$ cat src/rtl/fetch_sequencer.sv
// fetch_sequencer: fetch-side pipeline control for the vector ASIP.
// Drives the PC enable, the IF/ID enable and flush, and the ID/EX bubble.
// It sequences taken-branch flushes, load-use stalls, vector-op occupancy
// and HALT/RESUME.
//
// Ports:
//   CLK, RESET (sync, active-high)
//   PC_SRC, LOAD_USE, VEC_START, HALT_INS, RESUME : decode/ctrl events
//   PC_EN, IF_ID_EN, IF_ID_FLUSH, ID_EX_BUBBLE    : pipeline controls
//   STATE                                         : current state code
//   STALL_CNT, FLUSH_CNT                          : perf counters
//
// Optional feature: define FETCH_SEQ_PERF_EN to build the perf counters.
// When it is undefined, both counter ports read 16'd0 and no counter
// flops exist.
module fetch_sequencer #(
  parameter int FLUSH_CYCLES = 1,
  parameter int VEC_CYCLES   = 4
) (
  input  logic        CLK,
  input  logic        RESET,
  input  logic        PC_SRC,
  input  logic        LOAD_USE,
  input  logic        VEC_START,
  input  logic        HALT_INS,
  input  logic        RESUME,
  output logic        PC_EN,
  output logic        IF_ID_EN,
  output logic        IF_ID_FLUSH,
  output logic        ID_EX_BUBBLE,
  output logic [2:0]  STATE,
  output logic [15:0] STALL_CNT,
  output logic [15:0] FLUSH_CNT
);

  localparam logic [2:0] S_RUN   = 3'd0;
  localparam logic [2:0] S_STALL = 3'd1;
  localparam logic [2:0] S_FLUSH = 3'd2;
  localparam logic [2:0] S_VEC   = 3'd3;
  localparam logic [2:0] S_HALT  = 3'd4;

  // The PC_SRC/VEC_START cycle is the first of the sequence. CNT therefore
  // starts at N-2, and the last extra cycle runs with CNT=0.
  localparam logic [3:0] FLUSH_INIT =
    (FLUSH_CYCLES > 1) ? 4'(FLUSH_CYCLES - 2) : 4'd0;
  localparam logic [3:0] VEC_INIT =
    (VEC_CYCLES > 1) ? 4'(VEC_CYCLES - 2) : 4'd0;
  localparam logic FLUSH_MULTI = (FLUSH_CYCLES > 1);
  localparam logic VEC_MULTI   = (VEC_CYCLES > 1);

  logic [2:0] state_q, state_d;
  logic [3:0] cnt_q, cnt_d;

  logic pc_en, ifid_en, ifid_flush, bubble;

  always_ff @(posedge CLK) begin
    if (RESET) begin
      state_q <= S_RUN;
      cnt_q   <= 4'd0;
    end else begin
      state_q <= state_d;
      cnt_q   <= cnt_d;
    end
  end

  always_comb begin
    state_d    = S_RUN;
    cnt_d      = 4'd0;
    pc_en      = 1'b1;
    ifid_en    = 1'b1;
    ifid_flush = 1'b0;
    bubble     = 1'b0;
    case (state_q)
      S_RUN: begin
        // Fixed priority: only the winning event acts.
        if (PC_SRC) begin
          ifid_flush = 1'b1;
          if (FLUSH_MULTI) begin
            state_d = S_FLUSH;
            cnt_d   = FLUSH_INIT;
          end
        end else if (HALT_INS) begin
          pc_en   = 1'b0;
          ifid_en = 1'b0;
          bubble  = 1'b1;
          state_d = S_HALT;
        end else if (LOAD_USE) begin
          pc_en   = 1'b0;
          ifid_en = 1'b0;
          bubble  = 1'b1;
          state_d = S_STALL;
        end else if (VEC_START) begin
          if (VEC_MULTI) begin
            state_d = S_VEC;
            cnt_d   = VEC_INIT;
          end
        end
      end
      S_STALL: begin
        state_d = S_RUN;
      end
      S_FLUSH: begin
        ifid_flush = 1'b1;
        if (cnt_q != 4'd0) begin
          state_d = S_FLUSH;
          cnt_d   = cnt_q - 4'd1;
        end
      end
      S_VEC: begin
        pc_en   = 1'b0;
        ifid_en = 1'b0;
        bubble  = 1'b1;
        if (cnt_q != 4'd0) begin
          state_d = S_VEC;
          cnt_d   = cnt_q - 4'd1;
        end
      end
      S_HALT: begin
        pc_en   = 1'b0;
        ifid_en = 1'b0;
        bubble  = 1'b1;
        state_d = RESUME ? S_RUN : S_HALT;
      end
      default: begin
        // Illegal codes behave as RUN with no event and return to RUN.
        state_d = S_RUN;
      end
    endcase
    if (RESET) begin
      pc_en      = 1'b0;
      ifid_en    = 1'b0;
      ifid_flush = 1'b1;
      bubble     = 1'b1;
    end
  end

  assign PC_EN        = pc_en;
  assign IF_ID_EN     = ifid_en;
  assign IF_ID_FLUSH  = ifid_flush;
  assign ID_EX_BUBBLE = bubble;
  assign STATE        = state_q;

`ifdef FETCH_SEQ_PERF_EN
  logic [15:0] stall_cnt_q, stall_cnt_d;
  logic [15:0] flush_cnt_q, flush_cnt_d;

  always_comb begin
    stall_cnt_d = stall_cnt_q;
    flush_cnt_d = flush_cnt_q;
    if (!pc_en && stall_cnt_q != 16'hFFFF)
      stall_cnt_d = stall_cnt_q + 16'd1;
    if (ifid_flush && flush_cnt_q != 16'hFFFF)
      flush_cnt_d = flush_cnt_q + 16'd1;
  end

  always_ff @(posedge CLK) begin
    if (RESET) begin
      stall_cnt_q <= 16'd0;
      flush_cnt_q <= 16'd0;
    end else begin
      stall_cnt_q <= stall_cnt_d;
      flush_cnt_q <= flush_cnt_d;
    end
  end

  assign STALL_CNT = stall_cnt_q;
  assign FLUSH_CNT = flush_cnt_q;
`else
  assign STALL_CNT = 16'd0;
  assign FLUSH_CNT = 16'd0;
`endif

endmodule
$ cat config.mk
export PLATFORM = sky130hd
export DESIGN_NAME = fetch_sequencer
export DESIGN_NICKNAME = d
export VERILOG_FILES = /design/src/rtl/fetch_sequencer.sv
export SDC_FILE = /design/constraint.sdc
export NUM_CORES = 1
export LEC_CHECK = 0
export ABC_AREA = 1
export CORE_AREA = 4 4 47 49
export DETAILED_ROUTE_END_ITERATION = 16
export DIE_AREA = 0 0 51 53
export GPL_ROUTABILITY_DRIVEN = 0
export PLACE_DENSITY = 0.86
export SYNTH_ARGS = -nofsm -noshare
export SYNTH_HDL_FRONTEND = slang
export SYNTH_SLANG_ARGS = --single-unit
$ cat constraint.sdc
create_clock -name CLK -period 2.8 [get_ports CLK]
set_clock_uncertainty 0.2 [all_clocks]
set_input_delay 0.56 -clock CLK [delete_from_list [all_inputs] [get_ports CLK]]
set_output_delay 0.56 -clock CLK [all_outputs]
set_load 0.02 [all_outputs]
## Word level (Yosys, flattened, before mapping)

Cells that the tools add are included.

| word-level totals | value |
|---|---|
| bits in registers | 7 |
| output and inout port bits | 39 |
| logic and storage cells | 37 |

| operators by class | value |
|---|---|
| add/subtract/negate cells | 1 |
| equality and inequality tests | 3 |
| muxes and demuxes | 27 |
| reductions and logical operators | 4 |

Operator list:

| cell | number |
|---|---|
| 2-bit 2-to-1 mux | 8 |
| 3-bit case mux with 4 select lines | 1 |
| 1-bit 2-to-1 mux | 10 |
| 3-bit 2-to-1 mux | 3 |
| 4-bit case mux with 2 select lines | 1 |
| 3-bit by 2-bit == test with 1-bit output, second input constant | 2 |
| 1-bit case mux with 2 select lines | 3 |
| 4-bit 2-to-1 mux | 1 |
| 4-bit nonzero test | 1 |
| 2-bit OR reduction | 2 |
| 4-bit by 1-bit subtractor with 4-bit output, second input constant | 1 |
| 3-bit == test, second input constant | 1 |
| 3-bit zero test | 1 |

## Logic depth before layout (Yosys ltp)

Gate-level depths: netlist of run 1.

| logic depth | value |
|---|---|
| word-level depth | 5 |
| mapped depth | 7 |
| mapped depth without buffers | 6 |

## Worst setup path before layout of run 1

OpenSTA, ideal clock, no wires.

| timing | value |
|---|---|
| kind | register to output |
| start | register state_q[2] (netlist: STATE[2]) |
| end | output PC_EN |
| arrival | 1.286 ns |
| data required time | 2.040 ns |
| setup slack | 0.754 ns |
| stages on the path, launching flop included | 8 |
| path buffers | 1 |
| cell sequence | dfxtp_1 -> inv_1 -> nand2_2 -> nor2_2 -> nor2_2 -> nand3_2 -> inv_1 -> buf_4 |

| between the ends | value |
|---|---|
| word-level cells in the longest chain between the ends | 4 |
| elaborated cells on any way between the ends | 6 |

Ends and longest elaborated chain:

| element | RTL line | RTL |
|---|---|---|
| start, declared | 51 | `logic [2:0] state_q, state_d;` |
| start signal, assigned | 61 | `state_q <= state_d;` |
| 3-bit by 2-bit == test with 1-bit output or 3-bit == test (tied branches) | - |  |
| 2-bit OR reduction (no line) | - |  |
| 1-bit case mux with 2 select lines (*) | - |  |
| 1-bit 2-to-1 mux (*) | - |  |
| end, declared | 27 | `output logic PC_EN,` |

Mark *: on every way between the ends. The rest lies on a longest branch, timed or not.

## Worst setup path in the final report of run 1

| timing | value |
|---|---|
| start | input HALT_INS |
| end | output ID_EX_BUBBLE |

| between the ends | value |
|---|---|
| word-level cells in the longest chain between the ends | 4 |

Ends and longest elaborated chain:

| element | RTL line | RTL |
|---|---|---|
| start, declared | 25 | `input logic HALT_INS,` |
| 1-bit 2-to-1 mux | 82 | `end else if (HALT_INS) begin` |
| 1-bit 2-to-1 mux | 76 | `if (PC_SRC) begin` |
| 1-bit case mux with 2 select lines | 73 | `case (state_q)` |
| 1-bit 2-to-1 mux | 129 | `if (RESET) begin` |
| end, declared | 30 | `output logic ID_EX_BUBBLE,` |

No other way between the ends.

==> impl_metrics.py, run 1 <==
metrics = {
    "status": {
        "run_status": "complete, no violations",
    },
    "worst_setup_path": {
        "worst_setup_start_kind": "primary input",
        "arrival_ns": 1.95,
        "timing.critical_path.required_ns": 2.04,
        "worstSetupEndpoint": "ID_EX_BUBBLE",
        "critical_path_peak_fanout": 3,
        "crit-reg2reg-capture": "cnt_q[1]$_SDFF_PP0_",
        "rr_startpoint": "cnt_q[0]$_SDFF_PP0_",
        "ff2ff_path_depth": 5,
        "crit_path_start": "HALT_INS",
        "setup.worst_path.end_class": "primary output",
        "rrSetupSlack_ns": 1.57,
        "setup.worst_path.class": "in -> out",
    },
    "cts": {
        "clock-root-buffer": "sky130_fd_sc_hd__clkbuf_4",
        "hold_buffers": 0,
        "post-cts-setup-buffers": 0,
        "cts_max_path_buffers": 2,
        "htreeDepth": 1,
        "clock_sinks": 7,
        "cts_inserted_buffers": 3,
        "clkTransAtPathRegs_ns": 0.05,
        "worstSkewPairLatency_ns": 0.25,
        "cts_tree": "yes",
    },
    "global_route": {
        "antenna_found_initial": 0,
        "grt_pass1_wl_um": 1640,
        "met3_usage_pct": 5.92,
        "grt_util_met1_pct": 8.49,
        "globalRoute.busiestLayer": "met2",
        "gr-usage-met2_pct": 14.8,
        "grt_pass1_vias": 399,
        "grt_max_degree": 6,
        "gr-total-overflow": 0,
        "grt_use_total_pct": 8.36,
    },
    "finish": {
        "finish.cell_count_without_fillers": 135,
        "antennaDiodeCount": 0,
        "fin_util_pct": 38.6,
        "final_common_cell": "sky130_fd_sc_hd__conb_1",
        "drive_above_1_share_pct": 9.26,
        "commonest_non_fill_non_tap_cells_in_the_layout": "sky130_fd_sc_hd__conb_1, sky130_fd_sc_hd__inv_1, sky130_fd_sc_hd__clkdlybuf4s50_1, sky130_fd_sc_hd__nor2_1",
        "area.growth.synth_to_final_pct": 11.0,
        "design.final.nets": 118,
    },
    "floorplan": {
        "initial_core_utilization_pct": 34.8,
        "die_height_um": 53,
        "die_w_um": 51,
        "num_rows": 16,
        "design.die.area_mm2": 0.00270,
        "ios": 46,
        "core-area_mm2": 0.00186,
    },
    "drt": {
        "wirelength_um": 1130,
        "via_per_inst": 3.69,
        "drt-initial-drc-count": 3,
        "wl_per_cell_um": 8.34,
        "drc": 0,
        "postRouteAntennaNets": 0,
        "dr_total_vias": 498,
        "dr.pass1.iters": 4,
    },
    "sta": {
        "final-hold-violation-count": 0,
        "final_max_slew_viol_count": 0,
        "fin_worst_hold_slack_ns": 0.255,
        "finalSetupViolations": 0,
        "timing.setup.tns_ns": 0,
        "period_minus_slack_ns": 2.71,
        "timing.final.crit_share_pct": 96.9,
        "setup_repair_after_global_routing_missed_its_margin": "no",
        "fmax_mhz": 369,
    },
    "logic_synthesis": {
        "ys_seq_area_share_pct": 21.6,
        "synth-warning-count": 0,
        "postSynthAreaPerCell_um2": 7.04,
        "synth_seq_cells": 7,
        "synth.cell_area_um2": 648,
        "synth_cells": 92,
        "yosysUniqueCellTypes": 16,
    },
    "place": {
        "placed_cells": 131,
        "post-dp-hpwl_um": 970,
        "portBuffers": 13,
    },
    "pwr": {
        "power_density_over_cell_area_mw_per_mm2": 391,
        "total_leakage_power_uw": 0.000394,
        "design_power_total_uw": 281,
        "vdd_drop_max_mv": 0.320,
    },
    "job": {
        "cap_viol_max_count": 0,
    },
    "worst_hold_path": {
        "hold_path_class": "reg -> reg",
    },
}
## registers in the layout, summed over array words and instances, names as in the netlist
signal and flops:
STATE 3, cnt_q 4
## logic make-up after synthesis
logic type	share of synthesized area [%]
adders and majority gates	3.86
other	0.579
xor gates and xnor gates	1.35
DFF	21.6
AOI/OAI and AO/OA	5.79
and+or+nand+nor	21.0
buffers and inverters	45.8
## critical path, cell delays in order
cell,delay [ns]
sky130_fd_sc_hd__clkdlybuf4s50_1,0.49
sky130_fd_sc_hd__inv_1,0.07
sky130_fd_sc_hd__nand2_1,0.07
sky130_fd_sc_hd__nand3_1,0.08
sky130_fd_sc_hd__nand3_2,0.09
sky130_fd_sc_hd__clkdlybuf4s50_1,0.60
## worst min-delay path by stage
stage / slack, ns / cells after the start / start / to
final: 0.25 / 1 / cnt_q[0]$_SDFF_PP0_ / cnt_q[0]$_SDFF_PP0_
after global routing: 0.30 / 1 / cnt_q[0]$_SDFF_PP0_ / cnt_q[0]$_SDFF_PP0_
after CTS: 0.26 / 1 / cnt_q[0]$_SDFF_PP0_ / cnt_q[0]$_SDFF_PP0_
after detailed placement: 0.24 / 1 / cnt_q[0]$_SDFF_PP0_ / cnt_q[0]$_SDFF_PP0_
after global placement: 0.23 / 1 / cnt_q[0]$_SDFF_PP0_ / cnt_q[0]$_SDFF_PP0_
after floorplan: 0.21 / 1 / cnt_q[0]$_SDFF_PP0_ / cnt_q[0]$_SDFF_PP0_
## power by group
part,internal (uW),leakage [uW],switching [uW]
logic,25.4,0.000323,63.6
clock network,54.2,0.0000150,34.0
registers,102,0.0000567,2.09
total,181,0.000394,99.7
## routing by layer
metal / vias to the layer above / routed length, um
li1: 250 / -
met1: 213 / 428
met2: 35 / 520
met3: 0 / 177
met4: 0 / 0
met5: - / 0
## cell usage after synthesis, drive strengths merged
master | number | area, um2
ha | 2 | 25.0
xnor2 | 1 | 8.76
nand4 | 3 | 18.8
buf | 33 | 248
nor2 | 12 | 55.1
a21oi | 5 | 25.0
conb | 1 | 3.75
o21ai | 1 | 5.00
inv | 13 | 48.8
dfxtp | 7 | 140
nand3 | 5 | 30.0
nand2 | 8 | 32.5
o21bai | 1 | 7.51
## final cells by class
cell class	count	area [um2]
Timing Repair Buffer	14	143
Sequential cell	7	140
Inverter	13	48.8
Clock buffer	4	26.3
Multi-Input combinational cell	70	328
Fill cell	209	1140
Tap cell	27	33.8
## timing repair
action                     in CTS  in global routing
resized for setup               0                  2
hold endpoints to repair        0                  0
setup endpoints to repair       0                  2
## per-stage QoR
stage | area, um2 | worst slack, ns
after global routing | 719 | 0.0238
after CTS | 714 | 0.0142
after detailed placement | 688 | 0.0176
final | 719 | 0.0878
after floorplan | 764 | 0.754
after global placement | 688 | 0.0955
Power figures use the tool's default switching activity.
==> inputs of run 2 (changes only) <==
CTS_CLUSTER_SIZE = 14   (was not set)
==> results of run 2 <==
Final layout, timing and power as in run 1 (identical DEF).
==> inputs of run 3 (changes only) <==
RECOVER_POWER = 25   (was not set)
==> results of run 3 <==
Final layout, timing and power as in run 1 (identical DEF).
